<file path="src/rtl/mio_bus_arbiter_if.sv">
// Shared memory/IO bus bundle: CPU data port, DMA requester, memory port.
// master: arbiter side.  slave: requesters plus memory side.
interface mio_bus_arbiter_if;
    // CPU data port
    logic        CPU_MIO;
    logic        MemRW;
    logic [31:0] cpu_addr;
    logic [31:0] cpu_wdata;
    logic        MIO_ready;
    logic [31:0] cpu_rdata;
    // DMA / debug requester
    logic        dma_req;
    logic        dma_we;
    logic [31:0] dma_addr;
    logic [31:0] dma_wdata;
    logic        dma_ack;
    logic [31:0] dma_rdata;
    // fixed-latency memory port
    logic        mem_en;
    logic        mem_we;
    logic [31:0] mem_addr;
    logic [31:0] mem_wdata;
    logic [31:0] mem_rdata;
    logic        busy;

    modport master (
        input  CPU_MIO, MemRW, cpu_addr, cpu_wdata,
        output MIO_ready, cpu_rdata,
        input  dma_req, dma_we, dma_addr, dma_wdata,
        output dma_ack, dma_rdata,
        output mem_en, mem_we, mem_addr, mem_wdata,
        input  mem_rdata,
        output busy
    );

    modport slave (
        output CPU_MIO, MemRW, cpu_addr, cpu_wdata,
        input  MIO_ready, cpu_rdata,
        output dma_req, dma_we, dma_addr, dma_wdata,
        input  dma_ack, dma_rdata,
        input  mem_en, mem_we, mem_addr, mem_wdata,
        output mem_rdata,
        input  busy
    );
endinterface

</file>
<file path="src/rtl/mio_bus_arbiter.sv">
// Round-robin arbiter and wait-state sequencer sharing one fixed-latency
// memory port between the CPU data port and a DMA/debug requester.
// Ports: clk, rst (sync, active-high), bus (mio_bus_arbiter_if.master).
// Parameter WAIT_CYCLES (>=1): memory access latency in cycles.
module mio_bus_arbiter #(
    parameter int WAIT_CYCLES = 2
) (
    input logic               clk,
    input logic               rst,
    mio_bus_arbiter_if.master bus
);

    localparam int CW_RAW = $clog2(WAIT_CYCLES + 1);
    localparam int CW     = (CW_RAW < 1) ? 1 : CW_RAW;
    localparam logic [CW-1:0] CNT_LOAD = CW'(WAIT_CYCLES - 1);

    localparam logic OWN_CPU = 1'b0;
    localparam logic OWN_DMA = 1'b1;

    typedef enum logic [1:0] {
        S_IDLE,
        S_ACCESS,
        S_RESP
    } state_t;

    state_t          state_q;
    state_t          state_d;
    logic            last_q;
    logic [CW-1:0]   cnt_q;
    logic            own_q;
    logic            we_q;
    logic [31:0]     addr_q;
    logic [31:0]     wdata_q;
    logic [31:0]     crd_q;
    logic [31:0]     drd_q;

    logic            cpu_cand;
    logic            dma_cand;
    logic            grant;
    logic            grant_own;
    logic            done;

    // Next-state and arbitration. In RESP the owner being acked still
    // holds its request, so it is masked out of this cycle's contest.
    always_comb begin
        state_d   = state_q;
        cpu_cand  = 1'b0;
        dma_cand  = 1'b0;
        grant     = 1'b0;
        grant_own = OWN_CPU;
        done      = 1'b0;
        unique case (state_q)
            S_IDLE: begin
                cpu_cand = bus.CPU_MIO;
                dma_cand = bus.dma_req;
            end
            S_ACCESS: begin
                if (cnt_q == '0) begin
                    done    = 1'b1;
                    state_d = S_RESP;
                end
            end
            S_RESP: begin
                cpu_cand = bus.CPU_MIO && (own_q != OWN_CPU);
                dma_cand = bus.dma_req && (own_q != OWN_DMA);
                state_d  = S_IDLE;
            end
            default: state_d = S_IDLE;
        endcase
        if (cpu_cand || dma_cand) begin
            grant   = 1'b1;
            state_d = S_ACCESS;
            if (cpu_cand && dma_cand)
                grant_own = ~last_q;
            else
                grant_own = dma_cand;
        end
    end

    always_ff @(posedge clk) begin
        if (rst)
            state_q <= S_IDLE;
        else
            state_q <= state_d;
    end

    // Access bundle is latched at grant so the memory sees a stable
    // request for the whole latency regardless of requester inputs.
    always_ff @(posedge clk) begin
        if (rst) begin
            last_q  <= OWN_DMA;
            cnt_q   <= '0;
            own_q   <= OWN_CPU;
            we_q    <= 1'b0;
            addr_q  <= '0;
            wdata_q <= '0;
            crd_q   <= '0;
            drd_q   <= '0;
        end else begin
            if (grant) begin
                own_q   <= grant_own;
                cnt_q   <= CNT_LOAD;
                if (grant_own == OWN_DMA) begin
                    we_q    <= bus.dma_we;
                    addr_q  <= bus.dma_addr;
                    wdata_q <= bus.dma_wdata;
                end else begin
                    we_q    <= bus.MemRW;
                    addr_q  <= bus.cpu_addr;
                    wdata_q <= bus.cpu_wdata;
                end
            end else if (state_q == S_ACCESS && cnt_q != '0) begin
                cnt_q <= cnt_q - 1'b1;
            end
            if (done) begin
                last_q <= own_q;
                if (!we_q) begin
                    if (own_q == OWN_DMA)
                        drd_q <= bus.mem_rdata;
                    else
                        crd_q <= bus.mem_rdata;
                end
            end
        end
    end

    assign bus.mem_en    = (state_q == S_ACCESS);
    assign bus.mem_we    = (state_q == S_ACCESS) && we_q;
    assign bus.mem_addr  = addr_q;
    assign bus.mem_wdata = wdata_q;
    assign bus.busy      = (state_q != S_IDLE);
    assign bus.MIO_ready = (state_q == S_RESP) && (own_q == OWN_CPU);
    assign bus.dma_ack   = (state_q == S_RESP) && (own_q == OWN_DMA);
    assign bus.cpu_rdata = crd_q;
    assign bus.dma_rdata = drd_q;

endmodule

</file>
<file path="src/flat_wrapper.sv">
// flat-port wrapper written by rule: the top's interface ports become plain ports
module mio_bus_arbiter_flat 
#(
    parameter int WAIT_CYCLES = 2
)
  (clk, rst, bus_CPU_MIO, bus_MemRW, bus_cpu_addr, bus_cpu_wdata, bus_MIO_ready, bus_cpu_rdata, bus_dma_req, bus_dma_we, bus_dma_addr, bus_dma_wdata, bus_dma_ack, bus_dma_rdata, bus_mem_en, bus_mem_we, bus_mem_addr, bus_mem_wdata, bus_mem_rdata, bus_busy);
  mio_bus_arbiter_if bus_i ();
  input logic clk;
  input logic rst;
  input wire logic [$bits(bus_i.CPU_MIO)-1:0] bus_CPU_MIO;
  input wire logic [$bits(bus_i.MemRW)-1:0] bus_MemRW;
  input wire logic [$bits(bus_i.cpu_addr)-1:0] bus_cpu_addr;
  input wire logic [$bits(bus_i.cpu_wdata)-1:0] bus_cpu_wdata;
  output wire logic [$bits(bus_i.MIO_ready)-1:0] bus_MIO_ready;
  output wire logic [$bits(bus_i.cpu_rdata)-1:0] bus_cpu_rdata;
  input wire logic [$bits(bus_i.dma_req)-1:0] bus_dma_req;
  input wire logic [$bits(bus_i.dma_we)-1:0] bus_dma_we;
  input wire logic [$bits(bus_i.dma_addr)-1:0] bus_dma_addr;
  input wire logic [$bits(bus_i.dma_wdata)-1:0] bus_dma_wdata;
  output wire logic [$bits(bus_i.dma_ack)-1:0] bus_dma_ack;
  output wire logic [$bits(bus_i.dma_rdata)-1:0] bus_dma_rdata;
  output wire logic [$bits(bus_i.mem_en)-1:0] bus_mem_en;
  output wire logic [$bits(bus_i.mem_we)-1:0] bus_mem_we;
  output wire logic [$bits(bus_i.mem_addr)-1:0] bus_mem_addr;
  output wire logic [$bits(bus_i.mem_wdata)-1:0] bus_mem_wdata;
  input wire logic [$bits(bus_i.mem_rdata)-1:0] bus_mem_rdata;
  output wire logic [$bits(bus_i.busy)-1:0] bus_busy;
  assign bus_i.CPU_MIO = bus_CPU_MIO;
  assign bus_i.MemRW = bus_MemRW;
  assign bus_i.cpu_addr = bus_cpu_addr;
  assign bus_i.cpu_wdata = bus_cpu_wdata;
  assign bus_MIO_ready = bus_i.MIO_ready;
  assign bus_cpu_rdata = bus_i.cpu_rdata;
  assign bus_i.dma_req = bus_dma_req;
  assign bus_i.dma_we = bus_dma_we;
  assign bus_i.dma_addr = bus_dma_addr;
  assign bus_i.dma_wdata = bus_dma_wdata;
  assign bus_dma_ack = bus_i.dma_ack;
  assign bus_dma_rdata = bus_i.dma_rdata;
  assign bus_mem_en = bus_i.mem_en;
  assign bus_mem_we = bus_i.mem_we;
  assign bus_mem_addr = bus_i.mem_addr;
  assign bus_mem_wdata = bus_i.mem_wdata;
  assign bus_i.mem_rdata = bus_mem_rdata;
  assign bus_busy = bus_i.busy;
  mio_bus_arbiter #(.WAIT_CYCLES(WAIT_CYCLES)) u_core (.clk(clk), .rst(rst), .bus(bus_i));
endmodule
</file>
<file path="config.mk">
export PLATFORM = sky130hd
export DESIGN_NAME = mio_bus_arbiter_flat
export DESIGN_NICKNAME = d
export VERILOG_FILES = /design/src/rtl/mio_bus_arbiter_if.sv /design/src/rtl/mio_bus_arbiter.sv /design/src/flat_wrapper.sv
export SDC_FILE = /design/constraint.sdc
export NUM_CORES = 1
export LEC_CHECK = 0
export CORE_ASPECT_RATIO = 1.1
export CORE_MARGIN = 2
export CORE_UTILIZATION = 42
export DETAILED_ROUTE_END_ITERATION = 8
export PLACE_DENSITY = 0.94
export SLEW_MARGIN = 20
export SYNTH_ARGS = -nofsm -noshare
export SYNTH_HDL_FRONTEND = slang
export SYNTH_SLANG_ARGS = --single-unit
</file>
<file path="constraint.sdc">
create_clock -name clk -period 2.7 [get_ports clk]
set_input_delay 0.54 -clock clk [delete_from_list [all_inputs] [get_ports clk]]
set_output_delay 0.54 -clock clk [all_outputs]
set_load 0.02 [all_outputs]
</file>
==> out/results.txt <==
status = complete, no violations
Worst-Margin Slew = 0.552 ns
DRC = 0
Tcrit/Tclk final = 0.927
sequential-to-total area share from yosys stat = 0.498
Netlist cell types = 29
synth-to-layout area growth = 68.7%
endpoints failing setup = 0
Max Fclk = 0.400 GHz
gp weighted congestion = 0.803
via/cell ratio = 5.35
minimum clock period = 2.50 ns
antenna viol nets, final = 0
Worst Clk Skew = 0.0107 ns
Initial Utilization = 0.430
CP arrival = 1.96 ns
Root Buffer = clkbuf_16
H-Tree Depth = 4
Routed WL = 18.6 mm
initial antenna violation count = 0
largest net degree at the start of global routing = 67
setup tns final = 0 ns
Post-synth EDFFs = 0
first-pass GRT wire length = 28.6 mm
vias = 6,016
gr ovfl total = 0
max cap viols = 0
final instance area = 9160 um2
Net Count, Synth = 856
Syn Area/Cell = 7.88 um2
clock latency on the worst-skew pair = 0.42 ns
Slew Limit Fails = 0
CP required = 2.16 ns
Clock Pin Slew Worst Setup and Hold Paths = 0.06 ns
commonest cells after routing, fill and taps aside = clkdlybuf4s50_1 (297), nand2_1 (258), dfxtp_1 (135)
worst IR drop on VDD = 430 uV
final-report hold violation count = 0
Seq pwr share = 0.363
CP Capture Type = primary output
Switching Share = 0.288
post-route worst setup slack = 0.198 ns
net switching power figure = 1790 uW
crit path kind = reg2out
Antenna diodes = 0
clock power share = 0.414
chip width = 112 um
most common cell after layout, fill and taps aside = clkdlybuf4s50_1
setup slack at placement = 0.398 ns
WHS = 0.452 ns
share of cells above drive strength 1 = 0.0579
DRT iter0 DRCs = 434
row cnt = 43
I/O Pins = 299
Global Route Usage Sum = 0.260
Slew headroom = 0.632
Pleak = 0.00334 uW
Pre-antenna DRT Iters = 5
Pwr per Cell Area = 679 nW/um2
internal power = 4430 uW
Die H = 123 um
Comb power frac = 0.223
full die area = 13,900 um2
CTS tree = built
Placed Area = 8510 um2
routed len/inst = 16.5 um
Hold Path Class = reg2reg
RSZ-0062 raised after global routing = false
clk sink count = 135
Synth warnings = 0
ys async rst share = 0
total core area = 12,600 um2
HPWL reported at the end of detailed placement = 12.8 mm
startpoint types = register
Post-CTS Setup Bufs = 0
Core Util, Final = 0.725
# resized after CTS = 0
hold buffers post-CTS = 0
port bufs = 298
vias in the first global route = 5,662
Yosys reg bits = 135
Syn Inst Count = 689
CTS buffer count = 17
Top FF cell, synth = dfxtp_1
crit path max fanout = 9
Syn Std Cell Area = 5430 um2
Layout Nets = 1,122
Longest Clk Path Bufs = 2
## synthesized netlist by cell type, drive strengths merged, types with 2 or more instances
master  instances  area share
nand2         258        0.18
a311oi         65        0.10
nand2b          2      0.0023
nor2            5      0.0035
inv             3      0.0021
and2            3      0.0039
buf            33       0.032
or3             2      0.0023
dfxtp         135        0.50
a21oi         134        0.12
clkbuf         32       0.022
nor3            2      0.0037
nor3b           3      0.0051
and3b           2      0.0032
## final timing paths
path                                         startpoint                                     to  slack (ns)  cells past startpoint
setup / recovery         u_core.state_q[0]$_SDFFE_PP0P_                             bus_mem_we        0.20                      3
setup reg to reg           u_core.cnt_q[0]$_SDFFE_PP0P_  u_core.bus.dma_rdata[16]$_SDFFE_PP0P_        0.83                      7
hold / removal    u_core.bus.cpu_rdata[29]$_SDFFE_PP0P_  u_core.bus.cpu_rdata[29]$_SDFFE_PP0P_        0.45                      2
hold reg to reg   u_core.bus.cpu_rdata[29]$_SDFFE_PP0P_  u_core.bus.cpu_rdata[29]$_SDFFE_PP0P_        0.45                      2
## kinds of logic after synthesis
kind of cell	count (synthesis)	synth area share
simple gates	281	0.208
compound gates	203	0.234
flops	135	0.498
buf+inv	68	0.0567
xor+xnor	1	0.00161
fa+ha+maj	1	0.00230
## worst max-delay path, stage by stage, from the launching register on
cell             delay (ns)
dfxtp_1                0.49
nor2b_1                0.28
and2_1                 0.16
clkdlybuf4s50_1        0.62
## per-layer routing
layer  up-vias  GRT usage  share of wire
met5         -          0              0
met4         0      0.113          0.029
met3        36     0.0824          0.087
met2       303      0.453           0.52
met1      2764      0.295           0.37
li1       2913          -              -
## state kept, by name, indices dropped and copies added (netlist names)
signal                flops
u_core.state_q            2
u_core.bus.mem_wdata     32
u_core.bus.dma_rdata     32
u_core.we_q               1
u_core.bus.cpu_rdata     32
u_core.last_q             1
u_core.cnt_q              2
u_core.bus.mem_addr      32
u_core.own_q              1
## area by class of cell
class,instances,area [um2]
fillers,870,3480
repair buffers,312,3150
flip-flops and latches,135,2700
multi-input cells,486,2450
clock buffers,17,425
clock inverters,15,228
well taps,157,196
inverters,3,11.3
## power groups by stage
stage          clock network [uW]  registers, uW  logic, uW
6_report                     2580           2260       1380
5_1_grt                      2700           2280       1490
4_1_cts                      2610           2260       1390
3_5_place_dp                    0           2300       1380
3_3_place_gp                    0           2290       1360
2_1_floorplan                   0           2470        481
## through the flow
stage	total power, uW	std cells
2_1_floorplan	2950	689
3_3_place_gp	3650	1093
3_5_place_dp	3680	1093
4_1_cts	6260	1125
5_1_grt	6460	1125
6_report	6220	1125
No activity file was read; power rests on OpenSTA's default activity.
